$ cat config.mk
export PLATFORM = sky130hd
export DESIGN_NAME = tlp_tcap_mux
export DESIGN_NICKNAME = d
export VERILOG_FILES = /design/src/rtl/pcie_tcap_pkg.sv /design/src/rtl/rr_arb4.sv /design/src/rtl/tlp_tcap_mux.sv
export SDC_FILE = /design/constraint.sdc
export NUM_CORES = 1
export LEC_CHECK = 0
export ABC_CLOCK_PERIOD_IN_PS = 3400
export CORE_AREA = 3 3 183 185
export CTS_BUF_LIST = sky130_fd_sc_hd__clkbuf_8
export CTS_CLUSTER_SIZE = 8
export DETAILED_ROUTE_END_ITERATION = 12
export DIE_AREA = 0 0 186 188
export PLACE_DENSITY = 0.64
export RECOVER_POWER = 50
export SLEW_MARGIN = 10
export SYNTH_ARGS = -nofsm -noshare
export SYNTH_HDL_FRONTEND = slang
export SYNTH_SLANG_ARGS = --single-unit
$ cat constraint.sdc
create_clock -name clk156 -period 3.4 [get_ports clk156]
set_input_delay 0.68 -clock clk156 [delete_from_list [all_inputs] [get_ports clk156]]
set_output_delay 0.68 -clock clk156 [all_outputs]
set_load 0.01 [all_outputs]
$ cat src/rtl/pcie_tcap_pkg.sv
// ---------------------------------------------------------------------------
// pcie_tcap_pkg
// Shared types for the PCIe TLP-capture path.
//   tcap_dir_t       : 2-bit direction tag carried with every FIFO word
//   tcap_fifo_word_t : 76-bit capture-FIFO word
//                      {dir, tkeep[7:0], tdata[63:0], tlast, tuser}
//   tcap_state_t     : record-framing FSM states of tlp_tcap_mux
//   TCAP_FIFO_W      : capture-FIFO word width
// ---------------------------------------------------------------------------
package pcie_tcap_pkg;

  localparam int TCAP_FIFO_W = 76;

  typedef enum logic [1:0] {
    DIR_CQ = 2'd0,
    DIR_CC = 2'd1,
    DIR_RQ = 2'd2,
    DIR_RC = 2'd3
  } tcap_dir_t;

  typedef struct packed {
    tcap_dir_t   dir;
    logic [7:0]  tkeep;
    logic [63:0] tdata;
    logic        tlast;
    logic        tuser;
  } tcap_fifo_word_t;

  typedef enum logic [1:0] {
    ST_IDLE  = 2'd0,
    ST_PASS  = 2'd1,
    ST_PAD   = 2'd2,
    ST_DRAIN = 2'd3
  } tcap_state_t;

endpackage

$ cat src/rtl/rr_arb4.sv
// ---------------------------------------------------------------------------
// rr_arb4
// Four-request round-robin arbiter. The winner is chosen combinationally by
// scanning upward (mod 4) from the priority pointer. The pointer moves to
// winner+1 on a clock edge where grant_en is high and a winner exists.
// Ports:
//   clk156     : clock
//   sys_rst_n  : asynchronous active-low reset (pointer -> request 0)
//   req[3:0]   : request vector
//   grant_en   : commit the current winner (advances the pointer)
//   gnt_idx    : index of the current winner (valid when gnt_vld)
//   gnt_vld    : at least one request is pending
// ---------------------------------------------------------------------------
module rr_arb4 (
  input  logic       clk156,
  input  logic       sys_rst_n,
  input  logic [3:0] req,
  input  logic       grant_en,
  output logic [1:0] gnt_idx,
  output logic       gnt_vld
);

  logic [1:0] ptr_reg;

  // Walk the offsets from farthest to nearest so the request closest to the
  // pointer is the last one to overwrite the result.
  always_comb begin
    gnt_idx = ptr_reg;
    gnt_vld = 1'b0;
    for (int k = 3; k >= 0; k--) begin
      if (req[ptr_reg + 2'(k)]) begin
        gnt_idx = ptr_reg + 2'(k);
        gnt_vld = 1'b1;
      end
    end
  end

  always_ff @(posedge clk156 or negedge sys_rst_n) begin
    if (!sys_rst_n) begin
      ptr_reg <= 2'd0;
    end else if (grant_en && gnt_vld) begin
      ptr_reg <= gnt_idx + 2'd1;
    end
  end

endmodule

$ cat src/rtl/tlp_tcap_mux.sv
// ---------------------------------------------------------------------------
// tlp_tcap_mux
// Merges the four captured-TLP AXI-Stream channels (CQ, CC, RQ, RC) into one
// capture-FIFO write stream. Arbitration is packet-atomic round-robin. Every
// TLP becomes a record of exactly tlp_words FIFO words: short TLPs are padded
// with zero words (tkeep FF), and long TLPs are cut after tlp_words beats with
// the remainder accepted and discarded. Each word carries the direction code
// of its source channel.
// Ports:
//   clk156, sys_rst_n     : clock, asynchronous active-low reset
//   enable                : 0 blocks new grants; an in-flight record completes
//   s_<ch>_tvalid/tready/tdata/tkeep/tlast : per-channel AXI-Stream inputs
//   wr_en, din            : registered FIFO write strobe and 76-bit word
//   prog_full             : FIFO cannot take another full record (IDLE only)
//   pkt_cnt/trunc_cnt/pad_cnt : wrapping record/truncation/padding counters
// ---------------------------------------------------------------------------
module tlp_tcap_mux
  import pcie_tcap_pkg::*;
#(
  parameter int tlp_len   = 32,
  parameter int cnt_width = 32
) (
  input  logic                   clk156,
  input  logic                   sys_rst_n,
  input  logic                   enable,

  input  logic                   s_cq_tvalid,
  output logic                   s_cq_tready,
  input  logic [63:0]            s_cq_tdata,
  input  logic [7:0]             s_cq_tkeep,
  input  logic                   s_cq_tlast,

  input  logic                   s_cc_tvalid,
  output logic                   s_cc_tready,
  input  logic [63:0]            s_cc_tdata,
  input  logic [7:0]             s_cc_tkeep,
  input  logic                   s_cc_tlast,

  input  logic                   s_rq_tvalid,
  output logic                   s_rq_tready,
  input  logic [63:0]            s_rq_tdata,
  input  logic [7:0]             s_rq_tkeep,
  input  logic                   s_rq_tlast,

  input  logic                   s_rc_tvalid,
  output logic                   s_rc_tready,
  input  logic [63:0]            s_rc_tdata,
  input  logic [7:0]             s_rc_tkeep,
  input  logic                   s_rc_tlast,

  output logic                   wr_en,
  output logic [TCAP_FIFO_W-1:0] din,
  input  logic                   prog_full,

  output logic [cnt_width-1:0]   pkt_cnt,
  output logic [cnt_width-1:0]   trunc_cnt,
  output logic [cnt_width-1:0]   pad_cnt
);

  localparam int tlp_words = tlp_len / 8;
  localparam int WCNT_W    = (tlp_words > 1) ? $clog2(tlp_words) : 1;
  localparam logic [WCNT_W-1:0] LAST_WCNT = WCNT_W'(tlp_words - 1);

  // Channel inputs gathered into arrays indexed by direction code.
  logic [3:0]  tvalid_vec;
  logic [3:0]  tlast_vec;
  logic [3:0]  tready_vec;
  logic [63:0] tdata_arr [4];
  logic [7:0]  tkeep_arr [4];

  assign tvalid_vec = {s_rc_tvalid, s_rq_tvalid, s_cc_tvalid, s_cq_tvalid};
  assign tlast_vec  = {s_rc_tlast,  s_rq_tlast,  s_cc_tlast,  s_cq_tlast};
  assign tdata_arr[0] = s_cq_tdata;
  assign tdata_arr[1] = s_cc_tdata;
  assign tdata_arr[2] = s_rq_tdata;
  assign tdata_arr[3] = s_rc_tdata;
  assign tkeep_arr[0] = s_cq_tkeep;
  assign tkeep_arr[1] = s_cc_tkeep;
  assign tkeep_arr[2] = s_rq_tkeep;
  assign tkeep_arr[3] = s_rc_tkeep;

  assign s_cq_tready = tready_vec[0];
  assign s_cc_tready = tready_vec[1];
  assign s_rq_tready = tready_vec[2];
  assign s_rc_tready = tready_vec[3];

  // FSM state and registered outputs.
  tcap_state_t           state_reg;
  logic [1:0]            sel_reg;
  logic [WCNT_W-1:0]     wcnt_reg;
  logic                  wr_en_reg;
  tcap_fifo_word_t       din_reg;
  logic [cnt_width-1:0]  pkt_cnt_reg;
  logic [cnt_width-1:0]  trunc_cnt_reg;
  logic [cnt_width-1:0]  pad_cnt_reg;

  // Arbitration.
  logic [1:0] gnt_idx;
  logic       gnt_vld;
  logic       grant;

  assign grant = (state_reg == ST_IDLE) && enable && !prog_full && gnt_vld;

  rr_arb4 u_arb (
    .clk156    (clk156),
    .sys_rst_n (sys_rst_n),
    .req       (tvalid_vec),
    .grant_en  (grant),
    .gnt_idx   (gnt_idx),
    .gnt_vld   (gnt_vld)
  );

  // tready is a pure decode of registered state, so no input reaches it
  // combinationally. Only the selected channel is ready, and only while its
  // beats are being passed or drained.
  logic consuming;
  assign consuming = (state_reg == ST_PASS) || (state_reg == ST_DRAIN);

  generate
    for (genvar gi = 0; gi < 4; gi++) begin : g_tready
      assign tready_vec[gi] = consuming && (sel_reg == 2'(gi));
    end
  endgenerate

  // Selected-channel view.
  logic        sel_valid;
  logic        sel_last;
  logic [63:0] sel_data;
  logic [7:0]  sel_keep;
  logic        last_word;

  assign sel_valid = tvalid_vec[sel_reg];
  assign sel_last  = tlast_vec[sel_reg];
  assign sel_data  = tdata_arr[sel_reg];
  assign sel_keep  = tkeep_arr[sel_reg];
  assign last_word = (wcnt_reg == LAST_WCNT);

  always_ff @(posedge clk156 or negedge sys_rst_n) begin
    if (!sys_rst_n) begin
      state_reg     <= ST_IDLE;
      sel_reg       <= 2'd0;
      wcnt_reg      <= '0;
      wr_en_reg     <= 1'b0;
      din_reg       <= '0;
      pkt_cnt_reg   <= '0;
      trunc_cnt_reg <= '0;
      pad_cnt_reg   <= '0;
    end else begin
      wr_en_reg <= 1'b0;
      case (state_reg)
        ST_IDLE: begin
          if (grant) begin
            sel_reg   <= gnt_idx;
            wcnt_reg  <= '0;
            state_reg <= ST_PASS;
          end
        end

        ST_PASS: begin
          // tready is high for sel here, so tvalid alone means a handshake.
          if (sel_valid) begin
            wr_en_reg <= 1'b1;
            din_reg   <= '{dir:   tcap_dir_t'(sel_reg),
                           tkeep: sel_keep,
                           tdata: sel_data,
                           tlast: last_word,
                           tuser: 1'b0};
            wcnt_reg  <= wcnt_reg + 1'b1;
            if (last_word) begin
              pkt_cnt_reg <= pkt_cnt_reg + 1'b1;
              if (sel_last) begin
                state_reg <= ST_IDLE;
              end else begin
                // Record is full but the TLP goes on: swallow the tail.
                state_reg     <= ST_DRAIN;
                trunc_cnt_reg <= trunc_cnt_reg + 1'b1;
              end
            end else if (sel_last) begin
              state_reg   <= ST_PAD;
              pad_cnt_reg <= pad_cnt_reg + 1'b1;
            end
          end
        end

        ST_PAD: begin
          wr_en_reg <= 1'b1;
          din_reg   <= '{dir:   tcap_dir_t'(sel_reg),
                         tkeep: 8'hFF,
                         tdata: 64'd0,
                         tlast: last_word,
                         tuser: 1'b0};
          wcnt_reg  <= wcnt_reg + 1'b1;
          if (last_word) begin
            pkt_cnt_reg <= pkt_cnt_reg + 1'b1;
            state_reg   <= ST_IDLE;
          end
        end

        ST_DRAIN: begin
          if (sel_valid && sel_last) begin
            state_reg <= ST_IDLE;
          end
        end

        default: state_reg <= ST_IDLE;
      endcase
    end
  end

  assign wr_en     = wr_en_reg;
  assign din       = din_reg;
  assign pkt_cnt   = pkt_cnt_reg;
  assign trunc_cnt = trunc_cnt_reg;
  assign pad_cnt   = pad_cnt_reg;

endmodule

* Yosys cells after proc, flatten, opt, wreduce, memory -nomap -nowiden *
Index checks and enable logic that the tools add are counted.

word-level totals
  word-level logic and storage cells = 107
  output and inout port bits = 177
  bits of input ports = 300
  register bits after elaboration = 181

operators by class
  equal/unequal tests = 12
  reductions and logical operators = 21
  muxes and demuxes = 44
  $lt $le $gt $ge = 6
  add/sub/neg operators = 8
  bitwise logic cells = 3

operator list
  kind                                                                      number
  76-bit one-hot mux with 2 select lines                                    1
  64-bit binary-select mux with 2-bit select                                1
  64-bit two-way mux                                                        2
  32-bit by 1-bit adder with 32-bit output (second input constant)          3
  76-bit two-way mux                                                        1
  32-bit two-way mux                                                        2
  32-bit one-hot mux with 2 select lines                                    1
  2-bit two-way mux                                                         13
  8-bit binary-select mux with 2-bit select                                 1
  8-bit two-way mux                                                         2
  2-bit by 3-bit < comparator with 1-bit output (second input constant)     5
  1-bit binary-select mux with 2-bit select                                 6
  1-bit two-way mux                                                         11
  2-bit equality test (second input constant)                               5
  1-bit logical AND                                                         9
  2-bit one-hot mux with 4 select lines                                     1
  4-bit AND reduction                                                       2
  2-bit by 1-bit adder with 2-bit output (second input constant)            3
  2-bit one-hot mux with 3 select lines                                     1
  5-bit AND reduction                                                       1
  2-bit adder (second input constant)                                       2
  2-bit by 1-bit equality test with 1-bit output (second input constant)    2
  2-bit zero test                                                           2
  2-bit by 1-bit inequality test with 1-bit output (second input constant)  2
  12 further kinds                                                          15

* Logic depth before layout (Yosys ltp) *
  depth in word-level cells = 10
  depth in mapped cells = 8
  mapped depth without buffers = 7

* Cells and area by module *
From an unflattened synthesis, not the netlist that was laid out.

unflattened totals
  cells, all modules = 771
  area, all modules = 9481.6 µm²

modules (own cells, without submodules)
  module        seq. area each (µm²)  area each (µm²)  cells an instance  times used
  tlp_tcap_mux  4454.3                9272.6           744                1
  rr_arb4       50.0                  209.0            27                 1

* Least setup slack after synthesis *
OpenSTA, ideal clock, no wires.

  kind = input to register
  from = input s_rc_tvalid
  to = register pad_cnt_reg[21] (netlist: pad_cnt[21])
  buffers on the path = 2
  arrival = 2.062 ns
  stages on the path = 7
  setup time = 0.128 ns
  required time = 3.272 ns
  setup slack = 1.210 ns
  cells stage by stage = mux4_2 -> buf_6 -> and4_1 -> buf_6 -> and3_1 -> and3_1 -> xor2_1

on the way
  longest elaborated chain between the ends = 3

RTL lines
  item                                       line                 source
  from (decl)                                tlp_tcap_mux.sv:45   input logic s_rc_tvalid,
  1-bit binary-select mux with 2-bit select  tlp_tcap_mux.sv:132  assign sel_valid = tvalid_vec[sel_reg];
  1-bit two-way mux (implied by the code)    tlp_tcap_mux.sv:132
  4-bit AND reduction (no source line)       -
  to (signal assigned)                       tlp_tcap_mux.sv:180  pad_cnt_reg <= pad_cnt_reg + 1'b1;
  to (decl)                                  tlp_tcap_mux.sv:95   logic [cnt_width-1:0] pad_cnt_reg;

Every way passes these cells. The select of a mux whose other input is x is not followed.
A chain may end at the register's enable or synchronous reset.

* Worst setup path after layout *
  from = register sel_reg[0]
  to = output s_cq_tready

on the way
  longest elaborated chain between the ends = 2

RTL lines
  item                    line                 source
  from (decl)             tlp_tcap_mux.sv:89   logic [1:0] sel_reg;
  from (signal assigned)  tlp_tcap_mux.sv:153  sel_reg <= gnt_idx;
  2-bit zero test         tlp_tcap_mux.sv:121  assign tready_vec[gi] = consuming && (sel_reg == 2'(gi));
  1-bit logical AND       tlp_tcap_mux.sv:121
  to (decl)               tlp_tcap_mux.sv:28   output logic s_cq_tready,

Every way passes these cells.

==> impl_results.md <==
- Status: finished, violations left
- Failing checks: max-capacitance violations, max-slew violations
- Layout area overhead: 58.73%
- Cell Pwr Density: 583.9 mW/mm²
- Yosys warns: 0
- Final min period: 2.901 ns
- Vias in the first global route: 8,518
- Highest clock rate: 344.7 MHz
- Clock Tree Buf Depth: 2
- Clock share of power: 0.174
- # resized after CTS: 0
- Sequential standard cell area: 0.004512 mm²
- Sw power: 3.278 mW
- CTS tree: built
- Area leader, netlist: dfrtp_1
- Dpl ws: 0.4465 ns
- Clk_skew: 0.02964 ns
- Placer Congestion: 0.8850
- Combinational Power Share: 0.493
- Initial DRC count: 377
- Chip height: 188 µm
- Ys flop type: dfrtp_1
- Arr. time, crit path: 2.22 ns
- Top-count cell post-synth: dfrtp_1
- Routed wire length: 35,600 µm
- Number of flops mapped to enable cells by yosys: 0
- Share of Yosys cell area claimed by the top area cell type: 0.4775
- Std-Cell Rows: 66
- Pre-antenna DRT Iters: 5
- Hold WS: 0.4669 ns
- Sequential power share: 0.333
- Max FO, Critical Path: 38
- Post-synthesis cell area: 0.009433 mm²
- Clk Latency, worst-skew pair: 0.47 ns
- Multi-input logic area: 0.004611 mm²
- Nets in the synthesized netlist: 1,051
- Postcts setup bufs: 0
- H-tree Lvls: 4
- First-pass GRT wire length: 52,670 µm
- WS Path Type: reg2out
- Slew @ Worst Pin: 1.720 ns
- Final setup fails: 0
- Synthesized area per cell: 12.70 µm²
- Top cells by area, synth: dfrtp_1 48%, mux4_2 18%, a22o_1 5.9%
- Async SR Flop Fraction: 1.000
- Slew HR: -0.1467
- Grt total ovfl: 0
- Number of antenna violations at the first check in global routing: 13
- CP required: 2.72 ns
- Die Area: 0.03497 mm²
- Max cap viols: 1
- Switching Share: 0.3749
- Core footprint: 0.03221 mm²
- Wire length per cell: 21.80 µm
- CTS clock-pin slew for the worst setup and hold paths: 0.10 ns
- Worst vdd ir: 0.4988 mV
- DR DRC count: 0
- Fill cells: 2,961
- Crit. End Element: output pin
- Internal Power: 5.466 mW
- RSZ-0062 raised after global routing: false
- Initial Util: 0.2929
- PortBufs: 475
- Max FFs per register: 75
- Seq cells post-synth: 180
- Fin. max-slew vios: 69
- Gr usage total: 0.1999
- Final ANT Viol Nets: 0
- Hold_buf cts: 0
- Synth Instances: 743
- CTS buffer count: 17
- Yosys cell types: 49
- Sequential-to-total area share from yosys stat: 0.4775
- DR vias/cell: 4.993
- Crit path setup slack, layout: 0.4986 ns
- Final nets: 1,512
- Dpl hpwl: 27,880 µm
- Via count: 8,153
- Setup total negative slack: 0 ns
- Die X: 186 µm
- Critical path launch point type: flop
- Hold crit path type: reg2reg
- Largest net degree at the start of global routing: 78
- Clock sink count: 180
- Fin util: 0.4649
- Layout cell share with drive strength beyond 1: 0.1109
- Synth top cells by count: 180 x dfrtp_1, 74 x mux4_2, 64 x a22o_1
- Fin crit share: 0.8534
- Static Leak: 6.213 nW
- Clock Tree Root: clkbuf_8
- Final Hold Viols: 0
- Boundary Pins: 477
==> power by group through the flow <==
stage	Sequential [mW]	Combinational [mW]	Clock [mW]
2_1_floorplan	3.04	2.54	0
3_3_place_gp	2.96	4.47	0
3_5_place_dp	2.95	4.53	0
4_1_cts	2.93	4.52	1.59
5_1_grt	2.97	4.65	1.67
6_report	2.91	4.31	1.52
==> worst max-delay path, stage by stage, from the launching register on <==
cell and delay, ns:
dfrtp_4 0.49, buf_4 0.59, nor3_1 0.13, clkdlybuf4s50_1 0.56
==> through the flow <==
stage / area, µm² / std cells / total power [mW]
2_1_floorplan: 9433 / 743 / 5.577
3_3_place_gp: 14590 / 1593 / 7.430
3_5_place_dp: 14590 / 1593 / 7.477
4_1_cts: 15000 / 1625 / 9.042
5_1_grt: 14970 / 1633 / 9.292
6_report: 14970 / 1633 / 8.743
==> layout make-up <==
| class | instances | share of cell area |
|---|---|---|
| diodes | 8 | 0.001337 |
| inverters | 21 | 0.005264 |
| well taps | 408 | 0.03409 |
| clock buffers | 17 | 0.01563 |
| multi-input cells | 498 | 0.3079 |
| repair buffers | 486 | 0.3231 |
| clock inverters | 15 | 0.01136 |
| flip-flops and latches | 180 | 0.3013 |
==> worst paths after layout <==
path / depth (start not counted) / slack, ns / from / endpoint
hold / removal: 1 / 0.47 / trunc_cnt[31] / trunc_cnt[31]
setup / recovery: 3 / 0.50 / sel_reg[0] / s_cq_tready
setup reg to reg: 8 / 1.07 / state_reg[1] / state_reg[0]
hold reg to reg: 1 / 0.47 / trunc_cnt[31] / trunc_cnt[31]
max in group asynchronous: 2 / 0.73 / sys_rst_n / din[67]
min in group asynchronous: 1 / 0.63 / sys_rst_n / pad_cnt[25]
==> cell usage in the layout, fill, tap and decap left out, types with 3 or more instances in the layout <==
cell / synthesis / final
nor2b_1: 3 / 3
o22ai_1: 5 / 5
nor3_1: 20 / 20
dlygate4sd3_1: 0 / 73
o21ai_0: 6 / 6
mux4_2: 74 / 74
clkdlybuf4s50_1: 0 / 401
a22o_1: 64 / 64
xor2_1: 31 / 31
and4_1: 13 / 13
inv_6: 0 / 3
clkbuf_8: 0 / 17
buf_4: 2 / 7
nand4_1: 30 / 30
inv_8: 0 / 4
and2_0: 0 / 3
ha_1: 8 / 8
nor2_1: 47 / 47
and3_1: 16 / 15
diode_2: 0 / 8
a21oi_1: 4 / 4
clkinv_4: 0 / 3
inv_1: 21 / 21
nand2_1: 49 / 49
and2_1: 6 / 3
mux2_2: 4 / 4
dfrtp_1: 180 / 178
nand3_1: 25 / 25
xnor2_1: 63 / 63
and3_4: 3 / 3
==> logic make-up after synthesis <==
logic type | share of synthesized area
and+or+nand+nor | 0.1301
muxes | 0.1876
DFF | 0.4775
adders and majority gates | 0.01061
xor gates and xnor gates | 0.08728
buffers and inverters | 0.03223
other | 0.0003975
AOI/OAI and AO/OA | 0.07428
==> routing by layer <==
layer / up-vias / GRT usage / wire length, µm
li1: 3710 / - / -
met1: 4081 / 0.2367 / 13750
met2: 309 / 0.3424 / 18450
met3: 43 / 0.06596 / 2583
met4: 10 / 0.06302 / 745
met5: - / 0 / 69
(Power assumes the default switching activity.)
